`src/rtl/rll_key_loader.sv`:
```
// rll_key_loader
// Loads the unlock key of a random-logic-locked netlist from a byte-wide framed
// stream. The committed key register updates only as a whole, either on a
// successful commit or on a clear, so the locked core never sees a partial key.
//
// Frame: HDR_BYTE, NBYTES key bytes (LSB first), checksum (XOR of key bytes).
// s_last must be set on the checksum byte only.
//
// Ports:
//   clk, rst_n         clock (rising edge), asynchronous active-low reset
//   s_valid, s_ready   stream handshake; byte accepted when both are high
//   s_data, s_last     stream byte and end-of-frame marker
//   key_lock           level; while high, commits and clears are refused
//   key_clear          single-cycle request to zero the committed key
//   key_out            committed key; bit i drives keyIn_0_i
//   key_valid          key_out holds a successfully committed key
//   load_done          one-cycle pulse on successful commit
//   load_err           one-cycle pulse on rejected frame
//   err_code           1 length, 2 checksum, 3 locked; held between errors
module rll_key_loader #(
  parameter int unsigned KEY_WIDTH = 32,
  parameter logic [7:0]  HDR_BYTE  = 8'hA5
) (
  input  logic                 clk,
  input  logic                 rst_n,
  input  logic                 s_valid,
  output logic                 s_ready,
  input  logic [7:0]           s_data,
  input  logic                 s_last,
  input  logic                 key_lock,
  input  logic                 key_clear,
  output logic [KEY_WIDTH-1:0] key_out,
  output logic                 key_valid,
  output logic                 load_done,
  output logic                 load_err,
  output logic [1:0]           err_code
);

  localparam int unsigned NBYTES = KEY_WIDTH / 8;
  localparam int unsigned CntW   = $clog2(NBYTES + 1);
  localparam logic [CntW-1:0] NBytesC = CntW'(NBYTES);

  localparam logic [1:0] ErrLength = 2'd1;
  localparam logic [1:0] ErrCsum   = 2'd2;
  localparam logic [1:0] ErrLocked = 2'd3;

  typedef enum logic [1:0] {StIdle, StLoad, StDrain, StCheck} state_e;

  state_e                 state_q, state_d;
  logic [CntW-1:0]        cnt_q, cnt_d;
  logic [7:0]             acc_q, acc_d;
  logic [7:0]             csum_q, csum_d;
  logic [KEY_WIDTH-1:0]   shadow_q, shadow_d;
  logic [KEY_WIDTH-1:0]   key_q, key_d;
  logic                   key_valid_q, key_valid_d;
  logic                   load_done_q, load_done_d;
  logic                   load_err_q, load_err_d;
  logic [1:0]             err_code_q, err_code_d;
  logic                   accept;

  // The only non-ready state is the one-cycle CHECK bubble.
  assign s_ready = (state_q != StCheck);
  assign accept  = s_valid && s_ready;

  always_comb begin
    state_d     = state_q;
    cnt_d       = cnt_q;
    acc_d       = acc_q;
    csum_d      = csum_q;
    shadow_d    = shadow_q;
    key_d       = key_q;
    key_valid_d = key_valid_q;
    load_done_d = 1'b0;
    load_err_d  = 1'b0;
    err_code_d  = err_code_q;

    // Clear first so that a commit in CHECK below overrides it.
    if (key_clear && !key_lock) begin
      key_d       = '0;
      key_valid_d = 1'b0;
    end

    unique case (state_q)
      StIdle: begin
        if (accept && (s_data == HDR_BYTE) && !s_last) begin
          state_d = StLoad;
          cnt_d   = '0;
          acc_d   = '0;
        end
      end

      StLoad: begin
        if (accept) begin
          if (cnt_q < NBytesC) begin
            for (int i = 0; i < int'(NBYTES); i++) begin
              if (cnt_q == CntW'(i)) shadow_d[8*i +: 8] = s_data;
            end
            acc_d = acc_q ^ s_data;
            cnt_d = cnt_q + 1'b1;
            if (s_last) begin
              load_err_d = 1'b1;
              err_code_d = ErrLength;
              state_d    = StIdle;
            end
          end else begin
            csum_d = s_data;
            if (s_last) begin
              state_d = StCheck;
            end else begin
              load_err_d = 1'b1;
              err_code_d = ErrLength;
              state_d    = StDrain;
            end
          end
        end
      end

      StDrain: begin
        if (accept && s_last) state_d = StIdle;
      end

      StCheck: begin
        state_d = StIdle;
        if (csum_q != acc_q) begin
          load_err_d = 1'b1;
          err_code_d = ErrCsum;
        end else if (key_lock) begin
          load_err_d = 1'b1;
          err_code_d = ErrLocked;
        end else begin
          key_d       = shadow_q;
          key_valid_d = 1'b1;
          load_done_d = 1'b1;
        end
      end

      default: state_d = StIdle;
    endcase
  end

  always_ff @(posedge clk or negedge rst_n) begin
    if (!rst_n) begin
      state_q     <= StIdle;
      cnt_q       <= '0;
      acc_q       <= '0;
      csum_q      <= '0;
      shadow_q    <= '0;
      key_q       <= '0;
      key_valid_q <= 1'b0;
      load_done_q <= 1'b0;
      load_err_q  <= 1'b0;
      err_code_q  <= '0;
    end else begin
      state_q     <= state_d;
      cnt_q       <= cnt_d;
      acc_q       <= acc_d;
      csum_q      <= csum_d;
      shadow_q    <= shadow_d;
      key_q       <= key_d;
      key_valid_q <= key_valid_d;
      load_done_q <= load_done_d;
      load_err_q  <= load_err_d;
      err_code_q  <= err_code_d;
    end
  end

  assign key_out   = key_q;
  assign key_valid = key_valid_q;
  assign load_done = load_done_q;
  assign load_err  = load_err_q;
  assign err_code  = err_code_q;

endmodule

```
`config.mk`:
```
export PLATFORM = sky130hd
export DESIGN_NAME = rll_key_loader
export DESIGN_NICKNAME = d
export VERILOG_FILES = /design/src/rtl/rll_key_loader.sv
export SDC_FILE = /design/constraint.sdc
export NUM_CORES = 1
export LEC_CHECK = 0
export BUFFER_PORTS_ARGS = -buffer_cell sky130_fd_sc_hd__clkbuf_2
export CAP_MARGIN = 15
export CORE_UTILIZATION = 50
export CTS_BUF_LIST = sky130_fd_sc_hd__clkbuf_4
export DETAILED_ROUTE_END_ITERATION = 7
export GPL_ROUTABILITY_DRIVEN = 0
export GPL_TIMING_DRIVEN = 0
export PLACE_DENSITY = 0.71
export SYNTH_ARGS = -nofsm -noshare
export SYNTH_HDL_FRONTEND = slang
export SYNTH_SLANG_ARGS = --single-unit
```
`constraint.sdc`:
```
create_clock -name clk -period 2 [get_ports clk]
set_clock_uncertainty 0.15 [all_clocks]
set_input_delay 0.4 -clock clk [delete_from_list [all_inputs] [get_ports clk]]
set_output_delay 0.4 -clock clk [all_outputs]
set_load 0.01 [all_outputs]
```
==> results of run 1 <==
cells in the final DEF (no fill, tap or decap), types with 3 or more instances in the layout:
master,count
xnor2_1,7
dfrtp_1,90
nand2_1,44
ha_1,7
clkbuf_2,50
o21ai_0,4
inv_1,37
nand2_2,4
xor2_1,8
clkbuf_1,4
clkbuf_4,11
buf_4,8
nand4_1,3
buf_12,3
mux2_2,40
nor2_1,9
mux2i_1,32
per-stage QoR:
step           setup WS (ns)  cells  hold WS [ns]
2_1_floorplan          0.366    321       -0.0456
3_3_place_gp          -0.632    474         0.309
3_5_place_dp        -0.00732    475         0.289
4_1_cts               0.0609    492         0.137
5_1_grt              -0.0722    497         0.168
6_report               0.121    497         0.156
timing repair:
item                       in CTS  in global routing
resized for setup               0                  1
setup buffers                   0                  5
setup endpoints to repair       0                 28
hold buffers                    1                  0
hold endpoints to repair       36                  0
cells by family after synthesis:
kind of cell,count (synthesis),share of synthesized area [%]
AO/OA/AOI/OAI,13,2.13
XOR/XNOR,16,3.55
adder cells (fa/ha/maj),7,2.22
buffers and inverters,50,6.70
flip-flops,90,57.1
multiplexers,72,19.5
AND/OR/NAND/NOR,73,8.73
final cells by class:
| cell class | count | area share (%) |
|---|---|---|
| Clock buffer | 10 | 1.65 |
| Tap cell | 102 | 2.81 |
| Timing Repair Buffer | 58 | 7.33 |
| Inverter | 37 | 3.06 |
| Sequential cell | 90 | 49.6 |
| Multi-Input combinational cell | 181 | 31.6 |
| Buffer | 13 | 2.75 |
| Clock inverter | 6 | 1.24 |
path summary, 6_finish.rpt:
check | start | to | slack (ns) | cells past startpoint
worst min-delay path | key_lock | load_err | 0.16 | 3
max in group asynchronous | rst_n | csum_q[7] | 0.69 | 3
worst max-delay path | acc_q[0] | flop | 0.12 | 6
worst min register to register | shadow_q[8] | flop | 0.36 | 2
min in group asynchronous | rst_n | asynchronous set/reset pin | 0.35 | 2
worst max register to register | acc_q[0] | flop | 0.12 | 6
routing by layer:
layer | part of all wire (%) | routed length [microns]
met5 | 0 | 0
met3 | 2.9 | 211
met4 | 1.5 | 107
met2 | 48 | 3530
met1 | 48 | 3510
power by group:
part	total (uW)	internal (uW)	switching, uW
Clock	984	389	595
Sequential	1940	1890	47.8
Combinational	328	148	180
critical path: stages, from the launching register on:
cell and delay, ns:
dfrtp_1 0.43, xnor2_2 0.17, nand4_1 0.17, nor4_2 0.34, buf_6 0.19, buf_12 0.15, mux2i_1 0.19
synth_stat cells:
cell type,n,area share (%)
nand2_2,4,0.63
nor4b_1,1,0.22
xor2_1,8,1.8
a211oi_1,1,0.19
dfrtp_1,90,57
nor3_1,1,0.13
a21o_1,2,0.38
mux2_2,40,11
buf_2,1,0.13
nor4_2,1,0.32
nor2b_1,2,0.32
o31ai_1,2,0.38
o21a_1,1,0.19
o21bai_1,1,0.19
nand2_1,44,4.2
nand3b_1,1,0.19
and4bb_2,1,0.32
nand3_1,2,0.25
nor3b_1,1,0.19
nand4b_1,1,0.22
mux2i_1,32,8.1
a21oi_1,1,0.13
nand2b_1,1,0.16
xnor2_1,8,1.8
nand4_1,3,0.48
inv_1,37,3.5
o21ai_0,4,0.51
clkbuf_1,4,0.38
buf_4,3,0.57
buf_12,3,1.5
buf_6,2,0.57
nor4bb_1,1,0.25
o22ai_1,1,0.16
ha_1,7,2.2
nor2_1,9,0.86
==> flow_metrics.py, run 1 <==
metrics = {
    "power_and_ir_drop": {
        "powerDensity_mw_per_mm2": 715,
        "peakVddDrop_mv": 0.321,
        "p_leak_uw": 0.00221,
        "total_power_uw": 3250,
    },
    "outcome": {
        "outcome": "finished with violations",
        "violations": "DRC",
    },
    "route": {
        "post_drt_wl_per_cell_microns": 14.8,
        "num_vias": 2514,
        "drt_iter0_markers": 89,
        "drtAntennaViolNets": 0,
        "dr.pass1.iters": 6,
        "postRouteWirelength_mm": 7.36,
        "viasPerCell": 5.06,
        "drc": 1,
    },
    "place": {
        "dpl_cell_area_sq_mm": 0.00436,
        "dp_hpwl_mm": 5.04,
        "port_buffers": 51,
    },
    "clock_tree": {
        "clk_pin_slew_worst_paths_ns": 0.14,
        "cts_buffer_depth": 2,
        "htreeDepth": 3,
        "cts-root-buf": "clkbuf_4",
        "cts_buffers": 9,
        "clkLatencyLatePin_ns": 0.42,
        "cts_tree": "done",
        "clkSinkCount": 90,
    },
    "sta": {
        "finalCriticalPeriod_ns": 1.88,
        "finalSetupViolCount": 0,
        "grt_setup_unrepaired": "yes",
        "slew_viol_final": 0,
        "finalSetupTns_ns": 0,
        "slew_headroom_pct": 62.0,
        "period_share_pct": 94.0,
        "final-hold-violation-count": 0,
        "tightestPinTransition_ns": 0.567,
        "fmaxAchievable_mhz": 532,
    },
    "grt": {
        "antenna_found_initial": 0,
        "grt_util_met1_pct": 27.1,
        "grt_pass1_vias": 2500,
        "grt_pass1_wl_mm": 12.3,
        "grtUsageMet2_pct": 30.7,
        "grt_use_total_pct": 19.5,
        "use_met3_pct": 3.45,
        "grt_overflow": 0,
        "grt.busiest_layer": "met2",
        "grt_max_degree": 55,
    },
    "final_layout": {
        "nFillCells": 685,
        "final_area_sq_mm": 0.00454,
        "fin_util_pct": 59.1,
        "multi_input_area_sq_mm": 0.00143,
        "nNetsFinal": 411,
        "area_growth_pct": 15.2,
        "antenna_cells": 0,
        "ff_latch_area_sq_mm": 0.00225,
        "drive_above_1_share_pct": 32.2,
    },
    "floorplan": {
        "die_w_microns": 90.8,
        "initial_utilization_pct": 51.3,
        "die_h_microns": 90.8,
        "pin_count": 52,
        "std_cell_rows": 32,
        "dieArea_sq_mm": 0.00824,
        "coreArea_sq_mm": 0.00769,
    },
    "critical_path": {
        "cp-end-kind": "flop",
        "criticalPathCategory": "flop to flop",
        "worstPathArrival_ns": 2.07,
        "critPathRequiredTime_ns": 2.19,
        "path_max_fanout": 10,
        "cp-start-kind": "flop",
    },
    "yosys": {
        "ys_types": 35,
        "netlist_area_sq_mm": 0.00394,
        "ys_seq_elements": 90,
        "syn_nets": 342,
        "yosysWarnings": 0,
        "synthCells": 321,
        "avgSynthCellArea_sq_um": 12.3,
        "synth_seq_area_share_pct": 57.1,
    },
    "run": {
        "max_cap_viol_count": 0,
    },
    "hold_path": {
        "hold_class": "input pin to flop",
    },
}
Power figures use the tool's default switching activity.
==> run 2, diff against run 1 <==
--- a/config.mk
+++ b/config.mk
@@ -5,14 +5,17 @@
 export SDC_FILE = /design/constraint.sdc
 export NUM_CORES = 1
 export LEC_CHECK = 0
+export ABC_AREA = 1
 export BUFFER_PORTS_ARGS = -buffer_cell sky130_fd_sc_hd__clkbuf_2
 export CAP_MARGIN = 15
+export CORE_MARGIN = 10
 export CORE_UTILIZATION = 50
 export CTS_BUF_LIST = sky130_fd_sc_hd__clkbuf_4
 export DETAILED_ROUTE_END_ITERATION = 7
 export GPL_ROUTABILITY_DRIVEN = 0
 export GPL_TIMING_DRIVEN = 0
 export PLACE_DENSITY = 0.71
+export SETUP_SLACK_MARGIN = 0.1
 export SYNTH_ARGS = -nofsm -noshare
 export SYNTH_HDL_FRONTEND = slang
 export SYNTH_SLANG_ARGS = --single-unit
==> run 2 against run 1 <==
  * The run now ends clean
  * Hold slack got worse by 0.043 ns
  * Design area increased by 0.14%
  * Clock power increased by 18%
  * Area after synthesis decreased by 1.4%
  * Setup slack improved by 0.076 ns
  * Highest routed layer unchanged
  * Wire length increased by 22%
==> flow_metrics.py, run 2 <==
metrics = {
    "outcome": {
        "outcome": "finished, final reports clean",
    },
    "final_layout": {
        "drive_above_1_share_pct": 19.5,
        "antenna_cells": 0,
        "layout_commonest_cell": "nand2_1",
        "final_cells": 630,
        "nNetsFinal": 544,
        "nFillCells": 711,
        "area_growth_pct": 17.0,
        "final_cell_mix": "nand2_1 (147), dfrtp_1 (90), clkbuf_2 (52)",
    },
    "sta": {
        "slew_headroom_pct": 67.9,
        "finalSetupViolCount": 0,
        "final-hold-violation-count": 0,
        "finalSetupTns_ns": 0,
        "fin_ws_ns": 0.197,
        "period_share_pct": 90.1,
        "fmaxAchievable_mhz": 555,
        "slew_viol_final": 0,
        "grt_setup_unrepaired": "yes",
        "tightestPinTransition_ns": 0.482,
        "finalCriticalPeriod_ns": 1.80,
    },
    "critical_path": {
        "cp-end-kind": "flop",
        "critPathRequiredTime_ns": 2.21,
        "worstPathArrival_ns": 2.02,
        "cp-start-kind": "flop",
        "criticalPathCategory": "flop to flop",
        "path_max_fanout": 10,
    },
    "yosys": {
        "synth_top_area_cell": "dfrtp_1",
        "synth_common_cells": "nand2_1 (148), dfrtp_1 (90), nand3_1 (43)",
        "netlist_area_sq_mm": 0.00389,
        "avgSynthCellArea_sq_um": 8.58,
        "synth.area.top_cells": "dfrtp_1 (58%), nand2_1 (14%), nand3_1 (5.5%)",
        "yosysWarnings": 0,
        "synth_flop_cell": "dfrtp_1",
        "synth_seq_area_share_pct": 57.9,
        "async_flop_share_pct": 100,
        "synthCells": 453,
        "yosysTopAreaCellShare_pct": 57.9,
        "ys_seq_elements": 90,
        "syn_nets": 474,
        "yosysMostFrequentCell": "nand2_1",
        "ys_types": 25,
        "synth-edff-count": 0,
    },
    "place": {
        "port_buffers": 51,
        "dp_hpwl_mm": 6.31,
        "post-place-ws_ns": -0.0138,
        "dp_cells": 607,
    },
    "floorplan": {
        "pin_count": 52,
        "dieArea_sq_mm": 0.0117,
        "die_w_microns": 108,
        "initial_utilization_pct": 50.9,
        "die_h_microns": 108,
        "coreArea_sq_mm": 0.00765,
        "std_cell_rows": 32,
    },
    "route": {
        "drtAntennaViolNets": 0,
        "drt_iter0_markers": 148,
        "num_vias": 3147,
        "dr.pass1.iters": 4,
        "postRouteWirelength_mm": 8.98,
        "viasPerCell": 5.00,
        "post_drt_wl_per_cell_microns": 14.3,
        "drc": 0,
    },
    "power_and_ir_drop": {
        "p_leak_uw": 0.00245,
        "powerDensity_mw_per_mm2": 745,
        "peakVddDrop_mv": 0.316,
    },
    "clock_tree": {
        "cts_buffer_depth": 2,
        "htreeDepth": 3,
        "cts-root-buf": "clkbuf_4",
        "cts_buffers": 9,
        "cts_tree": "done",
        "clkLatencyLatePin_ns": 0.42,
        "clkSinkCount": 90,
        "clk_pin_slew_worst_paths_ns": 0.15,
    },
    "hold_path": {
        "hold_class": "input pin to flop",
    },
    "run": {
        "max_cap_viol_count": 0,
    },
    "grt": {
        "grt_pass1_vias": 2970,
        "grt_use_total_pct": 15.6,
        "grt_max_degree": 62,
        "antenna_found_initial": 0,
        "grt_pass1_wl_mm": 14.6,
        "grt_overflow": 0,
    },
}
==> run 2: what timing repair did <==
item / in CTS / in global routing
hold buffers: 1 / 0
setup buffers: 0 / 4
endpoints found under the setup margin: 0 / 50
endpoints found under the hold margin: 29 / 0
resized for setup: 0 / 16
==> run 2: where the power goes <==
group          leakage [uW]  switching (uW)  internal [uW]
registers           0.00124            48.5           1910
logic               0.00112             180           94.2
clock network     0.0000873             640            519
==> run 2: final timing paths <==
path	from	endpoint	slack (ns)	cells after the start
worst max-delay path	cnt_q[2]	shadow_q[15]	0.20	6
worst min-delay path	s_data[7]	shadow_q[31]	0.11	3
worst max register to register	cnt_q[2]	shadow_q[15]	0.20	6
worst min register to register	shadow_q[11]	flop	0.33	2
max in group asynchronous	rst_n	csum_q[6]	0.75	3
min in group asynchronous	rst_n	asynchronous set/reset pin	0.30	2
==> run 2: critical path: stages (launching register included) <==
cell and delay, ns:
dfrtp_1 0.43, inv_1 0.14, nand3_1 0.24, nor2_2 0.35, buf_2 0.27, nor2_1 0.06, a21oi_1 0.11
==> run 2: final cells by class <==
type | count | area (sq um) | area share, %
timing repair buffer | 59 | 338 | 7.43
buffer | 17 | 113 | 2.48
multi-input combinational | 310 | 1420 | 31.1
clock inverter | 7 | 98.8 | 2.17
clock buffer | 9 | 67.6 | 1.49
sequential | 90 | 2250 | 49.5
tap | 102 | 128 | 2.81
inverter | 36 | 136 | 3.00
==> run 2: cells by family after synthesis <==
| logic type | Yosys count | synth area share (%) |
|---|---|---|
| and+or+nand+nor | 244 | 26.1 |
| DFF | 90 | 57.9 |
| AOI/OAI and AO/OA | 59 | 7.72 |
| buffers and inverters | 53 | 6.02 |
| adders and majority gates | 7 | 2.25 |
==> run 2: through the flow <==
stage / hold WS, ns / power [uW] / utilization (%) / area [sq um]
after floorplan: -0.0456 / 2130 / - / 3890
after global placement: 0.307 / 2240 / 55.9 / 4270
after detailed placement: 0.238 / 2250 / 56.3 / 4300
after CTS: 0.0970 / 3410 / 58.6 / 4480
after global routing: 0.125 / 3540 / 59.5 / 4550
final: 0.112 / 3390 / 59.5 / 4550
==> run 2: layer usage <==
metal / wire length [microns] / up-vias / global-route usage (%)
met2: 4350 / 74 / 25.2
met4: 113 / 0 / 4.87
li1: - / 1586 / -
met5: 0 / - / 0
met3: 525 / 12 / 3.21
met1: 3990 / 1475 / 20.5
==> run 3, diff against run 2 <==
--- a/config.mk
+++ b/config.mk
@@ -9,12 +9,11 @@
 export BUFFER_PORTS_ARGS = -buffer_cell sky130_fd_sc_hd__clkbuf_2
 export CAP_MARGIN = 15
 export CORE_MARGIN = 10
-export CORE_UTILIZATION = 50
+export CORE_UTILIZATION = 30
 export CTS_BUF_LIST = sky130_fd_sc_hd__clkbuf_4
 export DETAILED_ROUTE_END_ITERATION = 7
 export GPL_ROUTABILITY_DRIVEN = 0
 export GPL_TIMING_DRIVEN = 0
-export PLACE_DENSITY = 0.71
 export SETUP_SLACK_MARGIN = 0.1
 export SYNTH_ARGS = -nofsm -noshare
 export SYNTH_HDL_FRONTEND = slang
==> run 3 against run 2 <==
  * Via count grew 1.6%
  * Critical path type unchanged
  * Clock power shrank 13%
  * Critical path depth is the same
  * Sequential power is essentially flat
  * Utilization shrank 23 points
  * Die area grew 53%
  * Global-route usage shrank 4.8 points
  * Wire length grew 9.7%
  * Flip-flop and latch count is the same
  * Maximum frequency shrank 1.8%
  * Combinational power grew 7%
  * Hold slack lost 0.0028 ns
==> flow_metrics.py, run 3 (synthesis results as in run 2) <==
metrics = {
    "outcome": {
        "outcome": "finished, final reports clean",
    },
    "grt": {
        "grt_pass1_vias": 3183,
        "grt_use_total_pct": 10.8,
        "grt_overflow": 0,
        "grt_pass1_wl_mm": 15.7,
        "antenna_found_initial": 0,
        "grt_max_degree": 52,
    },
    "floorplan": {
        "initial_utilization_pct": 30.7,
        "dieArea_sq_mm": 0.0179,
        "std_cell_rows": 41,
        "coreArea_sq_mm": 0.0127,
        "die_w_microns": 134,
        "pin_count": 52,
        "die_h_microns": 134,
    },
    "sta": {
        "finalSetupViolCount": 0,
        "fin_ws_ns": 0.163,
        "grt_setup_unrepaired": "yes",
        "slew_headroom_pct": 61.4,
        "finalCriticalPeriod_ns": 1.84,
        "tightestPinTransition_ns": 0.579,
        "slew_viol_final": 0,
        "period_share_pct": 91.8,
        "fmaxAchievable_mhz": 544,
        "final-hold-violation-count": 0,
    },
    "route": {
        "drtAntennaViolNets": 0,
        "drc": 0,
        "drt_iter0_markers": 238,
        "viasPerCell": 4.55,
        "postRouteWirelength_mm": 9.85,
        "num_vias": 3198,
        "dr.pass1.iters": 4,
        "post_drt_wl_per_cell_microns": 14.0,
    },
    "critical_path": {
        "critPathTopFamily": "simple AND/OR/NAND/NOR gates",
        "r2r_end": "shadow_q[30]",
        "cp-start-kind": "flop",
        "cp-end-kind": "flop",
        "path_max_fanout": 10,
        "reg2reg_slack_ns": 0.16,
        "worst-path-buf-inv": 2,
        "critPathRequiredTime_ns": 2.23,
        "cp_slowest_cell": "dfrtp_1",
        "path_cells": "inv_1 -> nand3_1 -> nor2_2 -> buf_2 -> nor2_1 -> a21oi_1",
        "slowest_delay_ns": 0.42,
        "worstPathArrival_ns": 2.07,
        "criticalPathCategory": "flop to flop",
        "reg2reg_from": "cnt_q[2]",
        "reg2regPathDepth": 6,
    },
    "final_layout": {
        "nNetsFinal": 548,
        "multi_input_area_sq_mm": 0.00144,
        "layout_commonest_cell": "nand2_1",
        "area_growth_pct": 19.9,
        "drive_above_1_share_pct": 20.5,
        "nFillCells": 1318,
        "antenna_cells": 0,
        "final_cell_mix": "nand2_1 (144), dfrtp_1 (89), clkbuf_2 (52)",
        "final_area_sq_mm": 0.00466,
        "final_cells": 703,
        "ff_latch_area_sq_mm": 0.00225,
    },
    "run": {
        "max_cap_viol_count": 0,
    },
    "hold_path": {
        "hp-start": "key_lock",
        "holdPathStages": 3,
        "hold_end": "err_code[1]",
        "hold_class": "input pin to flop",
    },
    "power_and_ir_drop": {
        "total_power_uw": 3260,
        "powerDensity_mw_per_mm2": 699,
        "p_leak_uw": 0.00246,
        "peakVddDrop_mv": 0.250,
    },
    "place": {
        "post-place-ws_ns": -0.107,
        "dpl_cell_area_sq_mm": 0.00439,
        "port_buffers": 51,
        "dp_hpwl_mm": 6.90,
        "dp_cells": 677,
    },
    "clock_tree": {
        "cts_buffer_depth": 2,
        "clkSinkCount": 90,
        "clk_pin_slew_worst_paths_ns": 0.14,
        "cts_tree": "done",
        "clkLatencyLatePin_ns": 0.44,
        "cts-root-buf": "clkbuf_4",
        "cts_buffers": 9,
        "htreeDepth": 3,
    },
}
[run 3: cell count changes in the layout (fill, tap and decap cells not counted), moves of 2 or more]
cell / change
o21ai_0: -4
nand2_2: +2
buf_2: -2
buf_4: +2
nand2_1: -3
o21ai_1: +4
clkbuf_4: +2
[run 3: through the flow]
step	hold WS, ns	util, %	TNS (ns)
2_1_floorplan	-0.0456	-	0
3_3_place_gp	0.312	34.4	-60.20
3_5_place_dp	0.308	34.6	-0.872
4_1_cts	0.0815	35.8	0
5_1_grt	0.118	36.8	0
6_report	0.109	36.8	0
[run 3: metal layers]
metal / track usage (%) / wire length, microns
met3: 3.51 / 695
met2: 17.8 / 4670
met1: 12.8 / 4330
met5: 0 / 0
met4: 4.17 / 153
[run 3: worst min-delay path: cells and delay by family]
family          cells  cell delay (ns)
compound gates      1             0.11
simple gates        1             0.08
buf+inv             1             0.09
[run 3: area by class of cell]
class,count,area share (%)
multi-input combinational,311,30.9
timing repair buffer,62,7.81
clock buffer,9,1.45
inverter,36,2.95
sequential,90,48.3
buffer,17,2.52
tap,172,4.61
clock inverter,6,1.40
[run 3: worst max path at each step]
| stage | startpoint | end | slack [ns] | cells after the start |
|---|---|---|---|---|
| global route | state_q[1] | shadow_q[14] | 0.02 | 8 |
| detailed placement | s_data[4] | cnt_q[1] | -0.11 | 10 |
| CTS | state_q[1] | csum_q[7] | 0.11 | 7 |
| floorplan | state_q[1] | acc_q[2] | 0.46 | 9 |
| finish | cnt_q[2] | shadow_q[30] | 0.16 | 6 |
| global placement | rst_n | asynchronous set/reset pin | -0.67 | 1 |
[run 3: timing repair]
| action | in CTS | in global routing |
|---|---|---|
| buffers inserted | 0 | 7 |
| endpoints found under the setup margin | 0 | 78 |
| hold buffers | 1 | 0 |
| endpoints found under the hold margin | 39 | 0 |
| gates resized for setup | 0 | 29 |
[run 3: power by group]
part,total (uW),switching (uW),leakage (uW),internal (uW)
clock network,1010,628,0.0000746,383
logic,292,190,0.00115,102
registers,1960,51.2,0.00124,1910
